==> src/rtl/bit_stream_tx_if.sv <==
// Handshake and serial-line bundle for bit_stream_tx.
// The master drives the transmit request and word; the slave (the transmitter)
// drives the status flags, the serial line and the debug strobe.
interface bit_stream_tx_if #(
    parameter int packetSize = 4
) ();
    logic                  send;
    logic [packetSize-1:0] dIn;
    logic                  ready;
    logic                  busy;
    logic                  txOut;
    logic                  done;
    logic                  bitTick;

    modport master (
        output send,
        output dIn,
        input  ready,
        input  busy,
        input  txOut,
        input  done,
        input  bitTick
    );

    modport slave (
        input  send,
        input  dIn,
        output ready,
        output busy,
        output txOut,
        output done,
        output bitTick
    );
endinterface

==> src/rtl/bit_stream_tx.sv <==
// Serial frame transmitter: one low start bit, packetSize data bits LSB first,
// one high stop bit, each bit lasting cycleDiv clock cycles. The serial line is
// registered so it changes together with the state register.
module bit_stream_tx #(
    parameter int packetSize = 4,
    parameter int cycleDiv   = 100
) (
    input  logic           clk,
    input  logic           rst_n,
    bit_stream_tx_if.slave bus
);
    localparam int BAUD_W = (cycleDiv > 1) ? $clog2(cycleDiv) : 1;
    localparam int BIT_W  = (packetSize > 1) ? $clog2(packetSize) : 1;
    localparam logic [BAUD_W-1:0] BAUD_LAST = BAUD_W'(cycleDiv - 1);
    localparam logic [BIT_W-1:0]  BIT_LAST  = BIT_W'(packetSize - 1);

    typedef enum logic [1:0] {
        IDLE  = 2'd0,
        START = 2'd1,
        DATA  = 2'd2,
        STOP  = 2'd3
    } state_t;

    state_t                state;
    state_t                state_next;
    logic [BAUD_W-1:0]     baud;
    logic [BAUD_W-1:0]     baud_next;
    logic [BIT_W-1:0]      bit_idx;
    logic [BIT_W-1:0]      bit_idx_next;
    logic [packetSize-1:0] shift;
    logic [packetSize-1:0] shift_next;
    logic                  tx;
    logic                  tx_next;
    logic                  term;

    // Last cycle of the current bit period; never true while idle.
    assign term = (state != IDLE) && (baud == BAUD_LAST);

    assign bus.ready   = (state == IDLE);
    assign bus.busy    = (state != IDLE);
    assign bus.txOut   = tx;
    assign bus.done    = (state == STOP) && term;
    assign bus.bitTick = term;

    // State, counters, shift register and serial line register.
    always_ff @(posedge clk or negedge rst_n) begin
        if (!rst_n) begin
            state   <= IDLE;
            baud    <= '0;
            bit_idx <= '0;
            shift   <= '0;
            tx      <= 1'b1;
        end else begin
            state   <= state_next;
            baud    <= baud_next;
            bit_idx <= bit_idx_next;
            shift   <= shift_next;
            tx      <= tx_next;
        end
    end

    // Next state plus the value the line must show once that state is entered.
    always_comb begin
        state_next   = state;
        baud_next    = baud + BAUD_W'(1);
        bit_idx_next = bit_idx;
        shift_next   = shift;
        tx_next      = tx;
        unique case (state)
            IDLE: begin
                baud_next = '0;
                tx_next   = 1'b1;
                if (bus.send) begin
                    state_next   = START;
                    shift_next   = bus.dIn;
                    bit_idx_next = '0;
                    tx_next      = 1'b0;
                end
            end
            START: begin
                if (term) begin
                    state_next   = DATA;
                    baud_next    = '0;
                    bit_idx_next = '0;
                    tx_next      = shift[0];
                end
            end
            DATA: begin
                if (term) begin
                    baud_next    = '0;
                    shift_next   = shift >> 1;
                    bit_idx_next = bit_idx + BIT_W'(1);
                    if (bit_idx == BIT_LAST) begin
                        state_next = STOP;
                        tx_next    = 1'b1;
                    end else begin
                        // shift[1] becomes bit 0 after this edge's shift.
                        tx_next = shift[1];
                    end
                end
            end
            STOP: begin
                if (term) begin
                    state_next = IDLE;
                    baud_next  = '0;
                    tx_next    = 1'b1;
                end
            end
            default: begin
                state_next = IDLE;
                baud_next  = '0;
                tx_next    = 1'b1;
            end
        endcase
    end
endmodule

==> src/flat_wrapper.sv <==
// flat-port wrapper written by rule: the top's interface ports become plain ports
module bit_stream_tx_flat 
#(
    parameter int packetSize = 4,
    parameter int cycleDiv   = 100
)
  (clk, rst_n, bus_send, bus_dIn, bus_ready, bus_busy, bus_txOut, bus_done, bus_bitTick);
  bit_stream_tx_if #(.packetSize(packetSize)) bus_i ();
  input  logic clk;
  input  logic rst_n;
  input wire logic [$bits(bus_i.send)-1:0] bus_send;
  input wire logic [$bits(bus_i.dIn)-1:0] bus_dIn;
  output wire logic [$bits(bus_i.ready)-1:0] bus_ready;
  output wire logic [$bits(bus_i.busy)-1:0] bus_busy;
  output wire logic [$bits(bus_i.txOut)-1:0] bus_txOut;
  output wire logic [$bits(bus_i.done)-1:0] bus_done;
  output wire logic [$bits(bus_i.bitTick)-1:0] bus_bitTick;
  assign bus_i.send = bus_send;
  assign bus_i.dIn = bus_dIn;
  assign bus_ready = bus_i.ready;
  assign bus_busy = bus_i.busy;
  assign bus_txOut = bus_i.txOut;
  assign bus_done = bus_i.done;
  assign bus_bitTick = bus_i.bitTick;
  bit_stream_tx #(.packetSize(packetSize), .cycleDiv(cycleDiv)) u_core (.clk(clk), .rst_n(rst_n), .bus(bus_i));
endmodule
==> config.mk <==
export PLATFORM = sky130hd
export DESIGN_NAME = bit_stream_tx_flat
export DESIGN_NICKNAME = d
export VERILOG_FILES = /design/src/rtl/bit_stream_tx_if.sv /design/src/rtl/bit_stream_tx.sv /design/src/flat_wrapper.sv
export SDC_FILE = /design/constraint.sdc
export NUM_CORES = 1
export LEC_CHECK = 0
export CELL_PAD_IN_SITES_DETAIL_PLACEMENT = 1
export CELL_PAD_IN_SITES_GLOBAL_PLACEMENT = 1
export CORE_ASPECT_RATIO = 1.25
export CORE_MARGIN = 2
export CORE_UTILIZATION = 39
export CTS_BUF_LIST = sky130_fd_sc_hd__clkbuf_8
export DETAILED_ROUTE_END_ITERATION = 16
export PLACE_DENSITY = 0.74
export SYNTH_ARGS = -nofsm -noshare
export SYNTH_HDL_FRONTEND = slang
export SYNTH_SLANG_ARGS = --single-unit
==> constraint.sdc <==
create_clock -name clk -period 2.2 [get_ports clk]
set_input_delay 0.33 -clock clk [delete_from_list [all_inputs] [get_ports clk]]
set_output_delay 0.33 -clock clk [all_outputs]
set_load 0.01 [all_outputs]
# Word level (Yosys, flattened, before mapping)
# Index checks and enable logic that the tools add are counted.
[totals] register_bits=16 input_bits=7 out_inout_bits=5 elab_cells=48
[classes] add_sub_neg=2 n_eq_ne=10 muxes=20 reduce_logical=11
[ops] op="$mux 2" n=7
[ops] op="$pmux 7 s2" n=1
[ops] op="$mux 4" n=2
[ops] op="$ne 2x1->1 const B" n=4
[ops] op="$pmux 2 s4" n=1
[ops] op="$pmux 4 s2" n=1
[ops] op="$add 7x1->7 const B" n=1
[ops] op="$eq 7x7->1 const B" n=1
[ops] op="$mux 7" n=1
[ops] op="$eq 2x2->1 const B" n=3
[ops] op="$pmux 2 s3" n=1
[ops] op="$reduce_and 3->1" n=2
[ops] op="$mux 1" n=5
[ops] op="$reduce_and 5->1" n=1
[ops] op="$pmux 1 s4" n=1
[ops] op="$reduce_and 4->1" n=1
[ops] op="$reduce_bool 2->1" n=2
[ops] op="$reduce_bool 3->1" n=1
[ops] op="$reduce_or 3->1" n=1
[ops] op="$add 2x1->2 const B" n=1
[ops] op="$eq 2x1->1 const B" n=1
[ops] op="$logic_and 1x1->1" n=2
[ops] op="$logic_not 2->1" n=1
[ops] op="$ne 2x2->1 const B" n=1

# Logic depth before layout (Yosys ltp)
[logic_depth] ltp_word=4 depth_mapped=7 depth_no_buf=7

# Worst setup path after synthesis
# OpenSTA, ideal clock, no wires.
[synth_path] path_kind="register to register" start="register u_core.state[0]" end="register u_core.state[1]" setup_ns=0.125 t_arrival_ns=1.738 t_required_ns=2.075 path_slack_ns=0.337 stages_incl_launch_ff=7 path_buffers=0 synth_period_minus_slack_ns=1.863 path_cell_list="dfrtp_1 > inv_1 > ha_1 > nor4b_4 > a21oi_2 > nor3_2 > mux2_2"
[synth_between] word_cells_on_any_way=13 cone_classes="eq/ne (8); mux (1); reduce/logical (4)"
[synth_lines] item="start, declared" line="bit_stream_tx.sv:24" rtl="state_t state;"
[synth_lines] item="start signal, assigned" line="bit_stream_tx.sv:54" rtl="state <= state_next;"
[synth_lines] item="$logic_not 2->1 (*)"
[synth_lines] item="named net bus_ready" line="flat_wrapper.sv:13" rtl="output wire logic [$bits(bus_i.ready)-1:0] bus_ready;"
[synth_lines] item="$ne 2x2->1 (no source line)"
[synth_lines] item="$reduce_and 5->1 (no source line)"
# The timed path passes the listed nets; every way through them passes the cells marked *.
# A chain may end at the register's enable or synchronous reset.

# Worst setup path after layout
[layout_path] start="register u_core.state[0]" end="output port bus_busy"
[layout_between] elab_chain_cells=1
[layout_rtl] item="$reduce_bool 2->1" line="bit_stream_tx.sv:40" rtl="assign bus.busy = (state != IDLE);"
[layout_rtl] item="end, declared" line="flat_wrapper.sv:14" rtl="output wire logic [$bits(bus_i.busy)-1:0] bus_busy;"
# No other way between the ends.

==> flow_metrics.py <==
metrics = {
    "cells_and_area": {
        "fin_area_um2": 1162,
        "final_common_cell": "dfrtp_1",
        "final_cell_mix": "dfrtp_1 (15), clkdlybuf4s50_1 (9), nor2_1 (8), ha_1 (8)",
        "insertedDiodeCount": 0,
        "num-nets-final": 124,
        "drive_gt1_frac": 0.1759,
        "area_growth_pct": 26.39,
        "nFillCells": 267,
    },
    "global_route": {
        "grt_pass1_vias": 766,
        "grt_pass1_wl_um": 3484,
        "grt_overflow": 0,
        "grt_use_total": 0.1796,
        "antenna_found_initial": 0,
        "grt_max_degree": 17,
    },
    "logic_synthesis": {
        "synth_seq_cells": 16,
        "yosys.area_share.simple": 0.1946,
        "synth_edf_count": 0,
        "synth_cells": 88,
        "synth_top_family_by_area": "simple AND/OR/NAND/NOR gates",
        "syn_area_um2": 919.6,
        "synthFlopType": "dfrtp_1",
        "ys_warn_count": 0,
        "synth-compound-area-share": 0.1660,
        "synthAdderAreaFrac": 0.1088,
        "synth_cell_types": 34,
        "synthMuxAreaShare": 0.01224,
        "synth_xor_area_frac": 0.04762,
        "yosysSeqAreaShare": 0.4367,
        "async_flop_share": 1.000,
        "synth_nets": 103,
        "avgSynthCellArea_um2": 10.45,
    },
    "detailed_routing": {
        "drc": 0,
        "vias": 713,
        "first_pass_iters": 3,
        "vias_per_cell": 5.129,
        "wl_per_cell_um": 14.95,
        "routed_wl_um": 2078,
        "drt-initial-drc-count": 9,
        "ant_nets": 0,
    },
    "clocking": {
        "clock_latency_ps": 250,
        "cts_tree": "done",
        "ctsHoldBuffers": 0,
        "numCtsBuffers": 3,
        "path_clk_slew_ps": 60,
        "clock-root-buffer": "clkbuf_8",
        "clock_path_buffers": 2,
        "h-tree-depth": 1,
        "cts.sinks": 16,
    },
    "power": {
        "power.leakage_nw": 0.5329,
        "powerDensity_nw_per_um2": 491.9,
        "irDropWorstVdd_v": 0.0002488,
    },
    "setup_path": {
        "required_ps": 1870,
        "critPathKind": "flop to primary output",
        "reg2reg_setup_slack_ps": 250,
        "critPathMaxFanout": 7,
        "cp-start-kind": "flop",
        "crit_chain": "inv_1, ha_1, buf_4, inv_1, clkdlybuf4s50_1",
        "critPathArrivalTime_ps": 1710,
        "max_stage_delay_ps": 540,
        "cpMaxStageDelayCell": "clkdlybuf4s50_1",
        "end_kind": "primary output",
        "crit_top_cell": "inv_1",
    },
    "timing": {
        "relSlewSlack": 0.5121,
        "grt_setup_unrepaired": "no",
        "drv_slew": 0,
        "hold_viol": 0,
        "tns_ps": 0,
        "setup_viol": 0,
        "min_period_ps": 2045,
        "fmax_mhz": 489.1,
        "fin_crit_sh": 0.9294,
        "tightestPinTransition_ps": 729.6,
        "skew_ps": 1.706,
    },
    "die": {
        "start_util": 0.4160,
        "core_area_um2": 2211,
        "io_pins": 12,
        "die_h_um": 58.29,
        "num_rows": 19,
        "die_w_um": 47.43,
        "die_area_um2": 2765,
    },
    "run": {
        "maxCapViolCount": 0,
    },
    "status": {
        "status": "completed",
    },
    "place": {
        "dp_hpwl_um": 1671,
        "place_area_um2": 1102,
        "port_buffers": 11,
        "place_congestion": 0.8199,
    },
    "hold_path": {
        "min_path_type": "flop to flop",
    },
}
==> worst paths after layout <==
kind	end	startpoint	cells after the start
setup / recovery	bus_busy	u_core.state[0]	5
setup reg to reg	u_core.state[1]	u_core.state[0]	6
max in group asynchronous	u_core.shift[2]	rst_n	1
hold / removal	u_core.baud[0]	u_core.baud[0]	1
min in group asynchronous	u_core.baud[1]	rst_n	1
hold reg to reg	u_core.baud[0]	u_core.baud[0]	1
==> stage by stage <==
step	util	cells	worst slack, ps	power [mW]	hold slack, ps
finish	0.5258	139	155.4	0.5718	456.9
global placement	0.4986	134	166.1	0.3175	442.1
CTS	0.5258	139	145.3	0.5832	457.4
detailed placement	0.4986	134	125.0	0.3179	448.6
floorplan	-	88	337.2	0.3001	34.41
global route	0.5258	139	100.9	0.5933	476.1
==> cells in the mapped netlist (2+ instances only) <==
cell type,instances,area share
nor2b_1,3,0.020
a21oi_1,2,0.011
ha_1,8,0.11
nor2_1,8,0.033
nand3_1,4,0.022
xnor2_1,3,0.029
inv_1,6,0.024
o21a_1,3,0.024
nand4_1,3,0.020
nand2_1,3,0.012
and3_1,2,0.014
dfrtp_1,15,0.41
o211ai_1,2,0.016
xor2_1,2,0.019
o21ai_0,2,0.011
o32a_1,4,0.044
==> what timing repair did <==
| action | in CTS | in global routing |
|---|---|---|
| setup endpoints to repair | 2 | 0 |
| setup buffers | 1 | 0 |
| gates resized for setup | 2 | 0 |
==> cell families after synthesis <==
family | count (synthesis)
AND/OR/NAND/NOR | 30
AO/OA/AOI/OAI | 20
flip-flops | 16
buffers and inverters | 8
adder cells (fa/ha/maj) | 8
XOR/XNOR | 5
multiplexers | 1
==> final cells by class <==
cell class	instances	area, µm²	area share
clock buffer	4	55.05	0.04736
inverter	7	27.53	0.02368
multi-input combinational	64	486.7	0.4187
sequential	16	401.6	0.3455
tap	31	38.79	0.03337
timing repair buffer	17	152.6	0.1313
==> sequential cells by signal, indices dropped and copies added, names as in the netlist <==
register and cells:
u_core.bit_idx 2, u_core.shift 4, u_core.state 2, u_core.baud 7, u_core.bus.txOut 1
==> worst max-delay path, delay by kind of cell (launching register included) <==
kind,cells,cell delay (ps)
adder cells (fa/ha/maj),1,240
flip-flops,1,340
buffers and inverters,4,890
==> routing by layer <==
layer / routed length, µm / vias up / part of all wire / track usage
met1: 923 / 350 / 0.44 / 0.2091
met4: 20 / 0 / 0.0096 / 0.07143
met5: 0 / - / 0 / 0
met2: 1107 / 6 / 0.53 / 0.3147
li1: - / 355 / - / -
met3: 26 / 2 / 0.013 / 0.02761
==> report_power, final <==
group	internal, mW	switching [mW]
registers	0.294	0
clock network	0.159	0.101
logic	0.00956	0.00785
Power figures use the tool's default switching activity.
